[config.mk]
export PLATFORM = sky130hd
export DESIGN_NAME = pll_reset_sequencer
export DESIGN_NICKNAME = d
export VERILOG_FILES = /design/src/rtl/pll_reset_sequencer.sv
export SDC_FILE = /design/constraint.sdc
export NUM_CORES = 1
export LEC_CHECK = 0
export BUFFER_PORTS_ARGS = -buffer_cell sky130_fd_sc_hd__buf_2
export CAP_MARGIN = 5
export CORE_MARGIN = 3
export CORE_UTILIZATION = 55
export DETAILED_ROUTE_END_ITERATION = 16
export GPL_TIMING_DRIVEN = 0
export HOLD_SLACK_MARGIN = 0.03
export PLACE_DENSITY = 0.76
export SETUP_SLACK_MARGIN = 0.2
export SYNTH_ARGS = -nofsm -noshare
export SYNTH_HDL_FRONTEND = slang
export SYNTH_SLANG_ARGS = --single-unit
[constraint.sdc]
create_clock -name clk -period 1.7 [get_ports clk]
set_input_delay 0.425 -clock clk [delete_from_list [all_inputs] [get_ports clk]]
set_output_delay 0.425 -clock clk [all_outputs]
set_load 0.01 [all_outputs]
[src/rtl/pll_reset_sequencer.sv]
// Lock qualification and reset release sequencer behind the rPLL, plus the pixel clock-enable divider.
// Optional lock-loss counter is enabled by defining PLL_LOCK_LOSS_COUNT_EN.
module pll_reset_sequencer #(
  parameter int STABLE_CYCLES     = 1024,
  parameter int RESET_HOLD_CYCLES = 16,
  parameter int CE_DIV            = 4,
  parameter int LOSS_COUNT_WIDTH  = 8
) (
  input  logic                        clk,
  input  logic                        reset,
  input  logic                        pll_lock,
  output logic                        sys_reset,
  output logic                        running,
  output logic                        pixel_ce,
  output logic [LOSS_COUNT_WIDTH-1:0] lock_loss_count
);

  localparam int STABLE_W = (STABLE_CYCLES > 1) ? $clog2(STABLE_CYCLES) : 1;
  localparam int HOLD_W   = (RESET_HOLD_CYCLES > 1) ? $clog2(RESET_HOLD_CYCLES) : 1;
  localparam int DIV_W    = (CE_DIV > 1) ? $clog2(CE_DIV) : 1;

  localparam logic [STABLE_W-1:0] STABLE_LAST = STABLE_W'(STABLE_CYCLES - 1);
  localparam logic [STABLE_W-1:0] STABLE_ONE  = STABLE_W'(1);
  localparam logic [HOLD_W-1:0]   HOLD_LAST   = HOLD_W'(RESET_HOLD_CYCLES - 1);
  localparam logic [HOLD_W-1:0]   HOLD_ONE    = HOLD_W'(1);
  localparam logic [DIV_W-1:0]    DIV_LAST    = DIV_W'(CE_DIV - 1);
  localparam logic [DIV_W-1:0]    DIV_ONE     = DIV_W'(1);
  localparam logic [LOSS_COUNT_WIDTH-1:0] LOSS_ONE = LOSS_COUNT_WIDTH'(1);

  typedef enum logic [1:0] {
    WAIT_LOCK = 2'd0,
    STABILIZE = 2'd1,
    HOLD      = 2'd2,
    RUN       = 2'd3
  } state_e;

  state_e                      state_q, state_d;
  logic                        sync1_q, sync1_d;
  logic                        sync2_q, sync2_d;
  logic [STABLE_W-1:0]         stable_cnt_q, stable_cnt_d;
  logic [HOLD_W-1:0]           hold_cnt_q, hold_cnt_d;
  logic [DIV_W-1:0]            div_q, div_d;
  logic                        sys_reset_q, sys_reset_d;
  logic                        running_q, running_d;
  logic                        pixel_ce_q, pixel_ce_d;
  logic [LOSS_COUNT_WIDTH-1:0] loss_cnt_q, loss_cnt_d;
  logic                        lock_s;
  logic                        active_q, active_d;

  assign lock_s = sync2_q;

  always_comb begin
    sync1_d      = pll_lock;
    sync2_d      = sync1_q;
    state_d      = state_q;
    stable_cnt_d = stable_cnt_q;
    hold_cnt_d   = hold_cnt_q;

    case (state_q)
      WAIT_LOCK: begin
        stable_cnt_d = '0;
        hold_cnt_d   = '0;
        if (lock_s) begin
          state_d = STABILIZE;
        end else begin
          state_d = WAIT_LOCK;
        end
      end
      STABILIZE: begin
        if (!lock_s) begin
          state_d = WAIT_LOCK;
        end else if (stable_cnt_q == STABLE_LAST) begin
          state_d    = HOLD;
          hold_cnt_d = '0;
        end else begin
          stable_cnt_d = stable_cnt_q + STABLE_ONE;
        end
      end
      HOLD: begin
        if (!lock_s) begin
          state_d = WAIT_LOCK;
        end else if (hold_cnt_q == HOLD_LAST) begin
          state_d = RUN;
        end else begin
          hold_cnt_d = hold_cnt_q + HOLD_ONE;
        end
      end
      RUN: begin
        if (!lock_s) begin
          state_d = WAIT_LOCK;
        end else begin
          state_d = RUN;
        end
      end
      default: begin
        state_d = WAIT_LOCK;
      end
    endcase

    // Outputs are decoded from the next state so they change on the same edge as the state.
    active_q = (state_q == HOLD) || (state_q == RUN);
    active_d = (state_d == HOLD) || (state_d == RUN);
    if (active_q && active_d) begin
      div_d = (div_q == DIV_LAST) ? '0 : (div_q + DIV_ONE);
    end else begin
      div_d = '0;
    end
    pixel_ce_d  = active_d && (div_d == DIV_LAST);
    sys_reset_d = (state_d != RUN);
    running_d   = (state_d == RUN);

`ifdef PLL_LOCK_LOSS_COUNT_EN
    if ((state_q == RUN) && !lock_s && (loss_cnt_q != {LOSS_COUNT_WIDTH{1'b1}})) begin
      loss_cnt_d = loss_cnt_q + LOSS_ONE;
    end else begin
      loss_cnt_d = loss_cnt_q;
    end
`else
    loss_cnt_d = '0;
`endif
  end

  // Single state register for the sequencer, its counters and registered outputs.
  always_ff @(posedge clk) begin
    if (reset) begin
      state_q      <= WAIT_LOCK;
      sync1_q      <= 1'b0;
      sync2_q      <= 1'b0;
      stable_cnt_q <= '0;
      hold_cnt_q   <= '0;
      div_q        <= '0;
      sys_reset_q  <= 1'b1;
      running_q    <= 1'b0;
      pixel_ce_q   <= 1'b0;
      loss_cnt_q   <= '0;
    end else begin
      state_q      <= state_d;
      sync1_q      <= sync1_d;
      sync2_q      <= sync2_d;
      stable_cnt_q <= stable_cnt_d;
      hold_cnt_q   <= hold_cnt_d;
      div_q        <= div_d;
      sys_reset_q  <= sys_reset_d;
      running_q    <= running_d;
      pixel_ce_q   <= pixel_ce_d;
      loss_cnt_q   <= loss_cnt_d;
    end
  end

  assign sys_reset       = sys_reset_q;
  assign running         = running_q;
  assign pixel_ce        = pixel_ce_q;
  assign lock_loss_count = loss_cnt_q;

endmodule
==> qor.csv <==
stage,metric,value,unit
cts,CTS tree,done,
cells_and_area,synthesis-to-finish area growth,20.8,%
global_routing,number of global-route vias before repair,856,
cells_and_area,layout cells sized above 1,0.349,
placed_design,GP Congestion,0.771,
synth,"FFs w/ async S/R, synth",0,
power_and_ir_drop,sequential share of power,0.646,
worst_setup_path,worst reg-to-reg path cell count,4,
synth,cell taking the most area after synthesis,dfxtp_1,
synth,Mapped Cells,123,
power_and_ir_drop,Worst VDD drop,0.648,mV
cts,CTS buffer count,3,
floorplanning,CORE AREA,1840,um2
sta,# setup viols final,0,
synth,most frequent cell after synthesis,dfxtp_1,
synth,syn avg cell area,9.33,um2
power_and_ir_drop,"Power, Total",0.842,mW
worst_setup_path,Worst setup EP type,flip-flop,
drt,initial DRC count,21,
worst_setup_path,crit path DAT,1.73,ns
cells_and_area,Final nets,153,
synth,Yosys cell types,42,
synth,prevailing post-synth register cell,dfxtp_1,
global_routing,largest net degree at the start of global routing,15,
floorplanning,Rows,15,
worst_setup_path,crit path kind,flip-flop to flip-flop,
synth,Post-Synthesis Cell Area,1150,um2
worst_setup_path,Worst Setup SP,stable_cnt_q[6]$_SDFFE_PP0P_,
power_and_ir_drop,switching part of the total power,0.227,
sta,Tcrit/Tclk final,0.897,
floorplanning,Die Ht,51.7,um
global_routing,total track usage,0.178,
sta,final hold viol count,0,
worst_setup_path,"Req. time, crit path",1.91,ns
power_and_ir_drop,Internal,0.651,mW
cts,hold buffer count at cts,0,
synth,ranking of synthesized cells by area,"dfxtp_1 40%, buf_4 5.2%, a21oi_1 3.5%",
sta,Max Freq,656,MHz
power_and_ir_drop,Comb power frac,0.054,
floorplanning,Starting Density,0.624,
sta,RSZ-0062 raised after global routing,yes,
cts,H-tree depth,1,
status,outcome,finished clean,
worst_setup_path,reg2reg setup slack,0.17,ns
cts,worst skew pair latency,0.31,ns
hold_path,Worst Hold Class,input port to flip-flop,
placed_design,dpl ws,0.0595,ns
power_and_ir_drop,PD cells,608,nW/um2
power_and_ir_drop,clock share of power,0.301,
sta,setup TNS,0,ns
floorplanning,Die W,51.7,um
drt,final antenna-violating net count,0,
worst_setup_path,FF-to-FF Start,stable_cnt_q[6]$_SDFFE_PP0P_,
synth,Synth Register Bits,23,
drt,Avg WL per Cell,13.0,um
drt,drt drc,0,
flow_run,total of max-cap violations,0,
cells_and_area,Antenna Diode Count,0,
sta,final worst slack,0.175,ns
synth,Syn. warnings,0,
placed_design,final HPWL from detailed placement,1450,um
placed_design,I/O Buffers,4,
global_routing,"Remaining Overflow, GRT",0,
worst_setup_path,crit start category,flip-flop,
sta,Max Slew Vio Count,0,
sta,post-layout min period,1.53,ns
hold_path,Min-Delay Startpoint,pll_lock,
cts,CTS root buffer,clkbuf_4,
drt,final wirelength,2230,um
cts,"Reg clk slew, reported paths",0.13,ns
power_and_ir_drop,P_leak,0.573,nW
synth,share of the synthesized area in the top cell type,0.401,
worst_setup_path,crit path max fanout,7,
drt,drt first pass iters,4,
synth,"Seq/Total Area, Yosys",0.401,
cts,# clock sinks,23,
drt,vias per inst,5.68,
power_and_ir_drop,NetSw,0.191,mW
drt,via count,971,
cts,Clock Tree Buf Depth,2,
worst_setup_path,worst r2r dst,hold_cnt_q[0]$_SDFFE_PP0P_,
sta,Max Clock Skew,0.00961,ns
floorplanning,die area,2670,um2
global_routing,first-pass GRT wire length,3610,um
synth,Post-synth EDFFs,0,
synth,Post-synth top cells,"23 x dfxtp_1, 8 x a21oi_1, 8 x buf_4, 8 x nor2_1, 7 x nand2_1",
floorplanning,IO Count,14,
worst_setup_path,CP Capture Point,hold_cnt_q[0]$_SDFFE_PP0P_,
global_routing,initial antenna violation count,0,
==> layer usage <==
| metal | global-route usage | up-vias | routed length, um |
|---|---|---|---|
| met5 | 0 | - | 0 |
| met4 | 0.0524 | 0 | 73 |
| met3 | 0.0602 | 12 | 127 |
| met2 | 0.288 | 32 | 1070 |
| met1 | 0.224 | 441 | 956 |
| li1 | - | 486 | - |
==> timing repair <==
item                       in CTS  in global routing
gates resized for setup         9                  9
setup buffers                   4                  4
setup endpoints to repair      13                 13
pin swaps                       2                  6
==> final cells by class <==
class | count | area (um2)
multi-input combinational | 91 | 678
timing repair buffer | 12 | 80.1
tap | 25 | 31.3
fill | 141 | 453
clock buffer | 3 | 22.5
sequential | 23 | 470
inverter | 5 | 18.8
buffer | 11 | 77.6
clock inverter | 1 | 7.51
==> placed cells by master (no fill, tap or decap), types with 2 or more instances in the layout <==
| master | synthesis | final |
|---|---|---|
| inv_1 | 5 | 5 |
| or4_1 | 3 | 2 |
| dfxtp_2 | 0 | 8 |
| clkbuf_4 | 0 | 4 |
| nor2_1 | 8 | 8 |
| buf_4 | 8 | 16 |
| conb_1 | 1 | 8 |
| o31ai_1 | 2 | 2 |
| nor4_1 | 2 | 2 |
| nor3_1 | 6 | 6 |
| nand2_1 | 7 | 7 |
| or3_1 | 4 | 4 |
| xnor2_1 | 2 | 2 |
| nand4_1 | 3 | 3 |
| a21oi_1 | 8 | 7 |
| o21ai_0 | 2 | 2 |
| dfxtp_1 | 23 | 15 |
| buf_2 | 3 | 6 |
| nor2b_1 | 4 | 3 |
| ha_1 | 3 | 2 |
| nand3_1 | 6 | 6 |
| nand4_4 | 1 | 2 |
==> worst min-delay path by stage <==
| stage | endpoint | slack (ns) | depth (start not counted) |
|---|---|---|---|
| floorplan | lock_s$_SDFF_PP0_ | 0.41 | 1 |
| global placement | lock_s$_SDFF_PP0_ | 0.42 | 1 |
| detailed placement | lock_s$_SDFF_PP0_ | 0.44 | 1 |
| CTS | sync1_q$_SDFF_PP0_ | 0.31 | 2 |
| global route | sync1_q$_SDFF_PP0_ | 0.32 | 2 |
| finish | sync1_q$_SDFF_PP0_ | 0.31 | 2 |
==> logic make-up after synthesis <==
family,count (synthesis),share of synthesized area
simple gates,57,0.337
flops,23,0.401
compound gates,19,0.112
buf+inv,16,0.0818
fa+ha+maj,3,0.0327
xor+xnor,3,0.0229
other cells,1,0.00327
mux,1,0.00872
==> power by group through the flow <==
stage          sequential (mW)  clock (mW)  combinational [mW]
2_1_floorplan            0.555           0              0.0366
3_3_place_gp             0.556           0              0.0409
3_5_place_dp             0.556           0              0.0413
4_1_cts                  0.544       0.261              0.0432
5_1_grt                  0.545       0.291              0.0502
6_report                 0.544       0.253              0.0453
==> state kept, by name, indices dropped and copies added, names as in the netlist <==
register / flops
pixel_ce: 1
state_q: 2
hold_cnt_q: 4
lock_s: 1
sync1_q: 1
stable_cnt_q: 10
div_q: 2
running: 1
sys_reset: 1
==> per-stage QoR <==
stage | instance area [um2] | util | hold slack, ns | cells
floorplan | 1180 | - | 0.414 | 130
global placement | 1230 | 0.667 | 0.417 | 159
detailed placement | 1230 | 0.667 | 0.438 | 159
CTS | 1330 | 0.723 | 0.312 | 167
global route | 1390 | 0.754 | 0.315 | 171
finish | 1390 | 0.754 | 0.314 | 171
==> worst max-delay path: stages, from the launching register on <==
cell and delay, ns:
dfxtp_1 0.46, nand4_4 0.21, or4b_4 0.58, nand3_1 0.11
a21oi_1 0.06
Note: power is estimated with default switching activity, not from simulation.
